<file path="config.mk">
export PLATFORM = sky130hd
export DESIGN_NAME = branch_redirect_unit
export DESIGN_NICKNAME = d
export VERILOG_FILES = /design/src/rtl/branch_redirect_unit.sv
export SDC_FILE = /design/constraint.sdc
export NUM_CORES = 1
export LEC_CHECK = 0
export CAP_MARGIN = 5
export CELL_PAD_IN_SITES_DETAIL_PLACEMENT = 0
export CELL_PAD_IN_SITES_GLOBAL_PLACEMENT = 2
export CORE_MARGIN = 2
export CORE_UTILIZATION = 31
export CTS_CLUSTER_DIAMETER = 150
export DETAILED_ROUTE_END_ITERATION = 7
export PLACE_DENSITY_LB_ADDON = 0.2
export SLEW_MARGIN = 20
export SYNTH_ARGS = -nofsm -noshare
export SYNTH_HDL_FRONTEND = slang
export SYNTH_SLANG_ARGS = --single-unit
</file>
<file path="constraint.sdc">
create_clock -name clk -period 4.7 [get_ports clk]
set_clock_uncertainty 0.05 [all_clocks]
set_input_delay 1.41 -clock clk [delete_from_list [all_inputs] [get_ports clk]]
set_output_delay 1.41 -clock clk [all_outputs]
set_load 0.01 [all_outputs]
</file>
<file path="src/rtl/branch_redirect_unit.sv">
// rtl/branch_redirect_unit.sv - multi-lane early branch/JAL redirect and U-type CDB result queue
// Optional macro BRU_STATS_EN adds saturating misdirectCount / killedLaneCount outputs.
module branch_redirect_unit #(
  parameter int WIDTH  = 32,
  parameter int LANES  = 2,
  parameter int TAGW   = 5,
  parameter int QDEPTH = 4
) (
  input  logic                   clk,
  input  logic                   resetn,
  input  logic [LANES-1:0]       laneValid,
  input  logic [LANES-1:0]       isBranch,
  input  logic [LANES-1:0]       isJAL,
  input  logic [LANES-1:0]       isLUI,
  input  logic [LANES-1:0]       isAUIPC,
  input  logic [LANES*WIDTH-1:0] PC,
  input  logic [LANES*WIDTH-1:0] immExt,
  input  logic [LANES*WIDTH-1:0] predictedPC,
  input  logic [LANES*TAGW-1:0]  robTag,
  input  logic                   commitFlush,
  input  logic                   fetchReady,
  input  logic                   cdbGrant,
  output logic                   stall,
  output logic                   redirectValid,
  output logic [WIDTH-1:0]       redirectPC,
  output logic [TAGW-1:0]        redirectTag,
  output logic [LANES-1:0]       laneKill,
  output logic                   cdbReq,
  output logic [WIDTH-1:0]       cdbData,
  output logic [TAGW-1:0]        cdbTag
`ifdef BRU_STATS_EN
  ,
  output logic [15:0]            misdirectCount,
  output logic [15:0]            killedLaneCount
`endif
);
  localparam int PW = (QDEPTH > 1) ? $clog2(QDEPTH) : 1;
  localparam int CW = $clog2(QDEPTH + 1);

  logic [PW-1:0]    rd_ptr;
  logic [PW-1:0]    wr_ptr;
  logic [CW-1:0]    count;
  logic [WIDTH-1:0] q_data [QDEPTH];
  logic [TAGW-1:0]  q_tag  [QDEPTH];

  logic             accept;
  logic             any_mis;
  logic             deq;
  logic [WIDTH-1:0] sel_pc;
  logic [TAGW-1:0]  sel_tag;
  logic [LANES-1:0] kill_mask;
  logic [LANES-1:0] enq_en;
  logic [PW-1:0]    enq_off  [LANES];
  logic [WIDTH-1:0] u_result [LANES];
  logic [CW-1:0]    n_enq;

  // Stall looks only at registered state so rename never sees a lane-to-stall path.
  assign cdbReq  = (count != '0);
  assign stall   = redirectValid | (int'(count) > QDEPTH - LANES);
  assign accept  = ~stall & ~commitFlush;
  assign deq     = cdbReq & cdbGrant & ~commitFlush;
  assign cdbData = cdbReq ? q_data[rd_ptr] : '0;
  assign cdbTag  = cdbReq ? q_tag[rd_ptr]  : '0;

  // One pass oldest-to-youngest: the first misdirect marks every later lane killed
  // and blocks U-type enqueue from itself onward.
  always_comb begin
    logic             seen;
    logic [WIDTH-1:0] tgt;
    int               n;
    seen      = 1'b0;
    tgt       = '0;
    n         = 0;
    sel_pc    = '0;
    sel_tag   = '0;
    kill_mask = '0;
    enq_en    = '0;
    for (int i = 0; i < LANES; i++) begin
      tgt          = PC[i*WIDTH +: WIDTH] + immExt[i*WIDTH +: WIDTH];
      u_result[i]  = isLUI[i] ? immExt[i*WIDTH +: WIDTH] : tgt;
      kill_mask[i] = seen;
      if (!seen && laneValid[i] && (isBranch[i] || isJAL[i]) &&
          (tgt != predictedPC[i*WIDTH +: WIDTH])) begin
        sel_pc  = tgt;
        sel_tag = robTag[i*TAGW +: TAGW];
        seen    = 1'b1;
      end
      enq_en[i]  = accept & ~seen & laneValid[i] & (isLUI[i] | isAUIPC[i]);
      enq_off[i] = PW'(n);
      if (enq_en[i]) n++;
    end
    any_mis = seen;
    n_enq   = CW'(n);
  end

  always_ff @(posedge clk or negedge resetn) begin
    if (!resetn) begin
      redirectValid <= 1'b0;
      redirectPC    <= '0;
      redirectTag   <= '0;
      laneKill      <= '0;
      rd_ptr        <= '0;
      wr_ptr        <= '0;
      count         <= '0;
    end else if (commitFlush) begin
      redirectValid <= 1'b0;
      laneKill      <= '0;
      rd_ptr        <= '0;
      wr_ptr        <= '0;
      count         <= '0;
    end else begin
      if (accept && any_mis) begin
        redirectValid <= 1'b1;
        redirectPC    <= sel_pc;
        redirectTag   <= sel_tag;
        laneKill      <= kill_mask;
      end else if (redirectValid && fetchReady) begin
        redirectValid <= 1'b0;
        laneKill      <= '0;
      end
      rd_ptr <= rd_ptr + PW'(deq);
      wr_ptr <= wr_ptr + PW'(n_enq);
      count  <= count + n_enq - CW'(deq);
    end
  end

  // Payload storage needs no reset: cdbData/cdbTag are gated by cdbReq.
  always_ff @(posedge clk) begin
    for (int i = 0; i < LANES; i++) begin
      if (enq_en[i]) begin
        q_data[wr_ptr + enq_off[i]] <= u_result[i];
        q_tag[wr_ptr + enq_off[i]]  <= robTag[i*TAGW +: TAGW];
      end
    end
  end

`ifdef BRU_STATS_EN
  logic [15:0] kill_pop;
  logic [16:0] kill_sum;

  always_comb begin
    kill_pop = '0;
    for (int i = 0; i < LANES; i++) begin
      kill_pop = kill_pop + 16'(kill_mask[i] & laneValid[i]);
    end
    kill_sum = {1'b0, killedLaneCount} + {1'b0, kill_pop};
  end

  always_ff @(posedge clk or negedge resetn) begin
    if (!resetn) begin
      misdirectCount  <= '0;
      killedLaneCount <= '0;
    end else if (accept && any_mis) begin
      if (misdirectCount != 16'hFFFF) misdirectCount <= misdirectCount + 16'd1;
      killedLaneCount <= kill_sum[16] ? 16'hFFFF : kill_sum[15:0];
    end
  end
`endif

endmodule

</file>
==> summary.md <==
| Metric | Value |
|---|---|
| Pin count of the biggest net entering global routing | `60` |
| Global-route wire length before repair | `103000 um` |
| Status | `finished, violations left` |
| Final instance area | `26400 um^2` |
| Vias in the first global route | `16224` |
| Synth async-reset ratio | `23.7%` |
| Final setup vio count | `340` |
| Minimum clock period | `6.10 ns` |
| Final Cycle Share | `130%` |
| Antenna cells | `0` |
| Core area | `50000 um^2` |
| Detailed Route WL | `71300 um` |
| Utilization after layout | `52.8%` |
| Gr ovfl total | `0` |
| Synth Area per Inst | `10.3 um^2` |
| Clock latency on the worst-skew pair | `0.46 ns` |
| R2R Path End | `q_data[3][21]$_DFFE_PP_` |
| RSZ-0062 raised after global routing | `true` |
| Clk root buf | `clkbuf_16` |
| R2R Path Start | `redirectValid$_DFFE_PN0P_` |
| H-Tree Depth | `4` |
| Synthesized area | `15600 um^2` |
| Final hold vios | `0` |
| Antenna violations before repair | `0` |
| Overall Global Routing Usage | `26.6%` |
| Reg2Reg Setup Slack | `1.09 ns` |
| M2 GR Usage | `45.5%` |
| Cell accounting for the most synthesized area | `edfxtp_1` |
| Most frequent cells in the layout | `buf_4 (551), clkdlybuf4s50_1 (229), edfxtp_1 (148)` |
| Yosys top cell area share | `28.5%` |
| Hold Crit Start | `redirectTag[4]$_DFFE_PN0P_` |
| Final-stage net count | `2638` |
| Syn_nets | `1802` |
| Reg clk slew, reported paths | `0.07 ns` |
| Layout cell share with drive strength beyond 1 | `40.3%` |
| # rows | `82` |
| Antenna viol nets, final | `0` |
| Final worst setup slack | `-1.40 ns` |
| Gp weighted congestion | `0.910` |
| Max_slew headroom | `32.0%` |
| Worst Hold Class | `register to register` |
| Hold endpoint | `redirectTag[4]$_DFFE_PN0P_` |
| TritonCTS buffer count | `17` |
| DPL Wire Length | `56800 um` |
| Post-Synthesis Cells | `1513` |
| Pleak | `0.0106 uW` |
| Die Footprint | `52200 um^2` |
| Max Slew Vio Count | `0` |
| Setup CP Type | `input pin to register` |
| Setup WS pre-CTS | `-2.34 ns` |
| Commonest non-fill, non-tap cell in the layout | `buf_4` |
| DRC | `0` |
| TritonCTS clock tree | `built` |
| Violated checks | `setup timing` |
| Hold Crit Depth | `2` |
| CTS max path bufs | `2` |
| Initial core utilization | `31.2%` |
| Port buffer count | `294` |
| Yosys cell types | `81` |
| Register-to-Register Path Depth | `13` |
| DR vias/cell | `5.21` |
| Synth warnings | `0` |
| Slew @ Worst Pin | `1.02 ns` |
| Die X | `228 um` |
| Max cap viols | `0` |
| DR vias | `15799` |
| Register area share after synthesis | `35.8%` |
| Most Used Layer, Global Route | `met2` |
| M3 GR Usage | `4.49%` |
| Crit path max fanout | `14` |
| Synth top area cells | `edfxtp_1 (28%), mux2i_1 (9.2%), dfrtp_1 (7.4%)` |
| Seq cells post-synth | `194` |
| Met1 usage in global routing | `34.1%` |
| Post-synth EDFFs | `148` |
| Initial DRC Count | `1147` |
| Drt pass-1 iters | `5` |
| Max VDD drop | `0.320 mV` |
| Setup crit end kind | `register` |
| P per Cell Area | `312 nW/um^2` |
| Area Growth Syn to Fin | `68.9%` |
| Ys flop type | `edfxtp_1` |
| Worst EP arrival | `6.20 ns` |
| # clock sinks | `194` |
| Total I/O pin count | `296` |
| DR WL/cell | `23.5 um` |
| Worst EP required | `4.81 ns` |
| FMAX | `164 MHz` |
| Dpl cell area | `23600 um^2` |
| Die Height | `228 um` |
| Startpoint types | `input pin` |
==> metal layers <==
metal / up-vias / wire length, um
li1: 7396 / -
met1: 7807 / 30600
met2: 518 / 34700
met3: 78 / 3820
met4: 0 / 2290
met5: - / 0
==> where the power goes <==
part	switching, uW	leakage (uW)	internal (uW)
combinational	2060	0.00846	2350
clock	669	0.000295	828
sequential	224	0.00186	2100
==> state kept, by name (all words and copies together), names as in the netlist, 2 cells and up <==
| register | count |
|---|---|
| q_data | 128 |
| redirectPC | 32 |
| q_tag | 20 |
| redirectTag | 5 |
| count | 3 |
| rd_ptr | 2 |
| wr_ptr | 2 |
==> metrics by stage <==
step / total power, uW / std cells / hold slack, ns / TNS [ns]
floorplan: 4080 / 1513 / 0.483 / -434.96
global placement: 6360 / 2925 / 0.486 / -677.50
detailed placement: 6380 / 2925 / 0.484 / -702.06
CTS: 8090 / 3013 / 0.496 / -373.94
global route: 8610 / 3034 / 0.518 / -437.42
finish: 8230 / 3034 / 0.492 / -392.79
==> critical path, cell delays in order <==
cell	delay, ns
buf_6	0.07
ha_4	0.13
inv_2	0.04
fa_2	0.41
nor2b_4	0.16
o2111ai_4	0.19
buf_6	0.17
a211oi_4	0.26
nor4_4	0.07
or2_4	0.26
xnor3_1	0.18
or4_4	0.56
nor4_4	0.31
a21o_1	0.21
buf_12	0.14
o2111ai_4	0.10
inv_2	0.12
ha_4	0.16
xor2_4	0.19
o2111ai_2	0.15
nor4_4	0.25
buf_4	0.22
o21bai_4	0.15
buf_12	0.14
buf_12	0.15
==> cells by family (layout without fill, tap and decap cells) <==
family          Yosys count  after routing  share of synthesized area [%]
buf+inv                 143            992                           4.12
xor+xnor                140            140                           8.76
simple gates            401            401                           13.0
fa+ha+maj                72             72                           5.91
flops                   194            194                           35.8
compound gates          356            356                           15.9
mux                     206            206                           16.4
other cells               1              1                         0.0240
==> worst max-delay path by stage <==
stage	slack, ns	to	from
5_1_grt	-1.54	q_data[3][21]$_DFFE_PP_	PC[0]
4_1_cts	-1.30	count[2]$_DFF_PN0_	immExt[0]
3_3_place_gp	-2.35	count[2]$_DFF_PN0_	immExt[0]
6_report	-1.40	q_data[3][21]$_DFFE_PP_	PC[0]
3_5_place_dp	-2.34	q_tag[3][2]$_DFFE_PP_	immExt[0]
2_1_floorplan	-1.74	q_data[3][0]$_DFFE_PP_	PC[0]
==> synthesized netlist by cell type, drive strengths merged, types with 8 or more instances <==
| library cell | instances |
|---|---|
| a211oi | 14 |
| a21o | 19 |
| a21oi | 125 |
| a221oi | 9 |
| and2 | 8 |
| buf | 37 |
| clkbuf | 68 |
| dfrtp | 46 |
| edfxtp | 148 |
| ha | 69 |
| inv | 38 |
| mux2 | 25 |
| mux2i | 144 |
| mux4 | 37 |
| nand2 | 96 |
| nand2b | 13 |
| nand3 | 37 |
| nand4 | 30 |
| nor2 | 92 |
| nor2b | 45 |
| nor3 | 34 |
| nor4 | 10 |
| o21a | 19 |
| o21ai | 52 |
| o21bai | 11 |
| o221a | 29 |
| xnor2 | 85 |
| xor2 | 45 |
==> repair_timing <==
action | CTS | global route
setup endpoints to repair | 340 | 340
pin swaps | 89 | 69
hold buffers | 0 | 0
setup buffers | 49 | 30
cloned | 9 | 3
resized for setup | 242 | 113
==> cell type report <==
cell class / instances / area, um^2
clock inverter: 8 / 87.6
clock buffer: 24 / 513
inverter: 38 / 143
tap: 672 / 841
timing repair buffer: 922 / 8320
sequential: 194 / 5600
multi-input combinational: 1176 / 10900
fill: 4580 / 23600
Note: power is estimated with default switching activity, not from simulation.
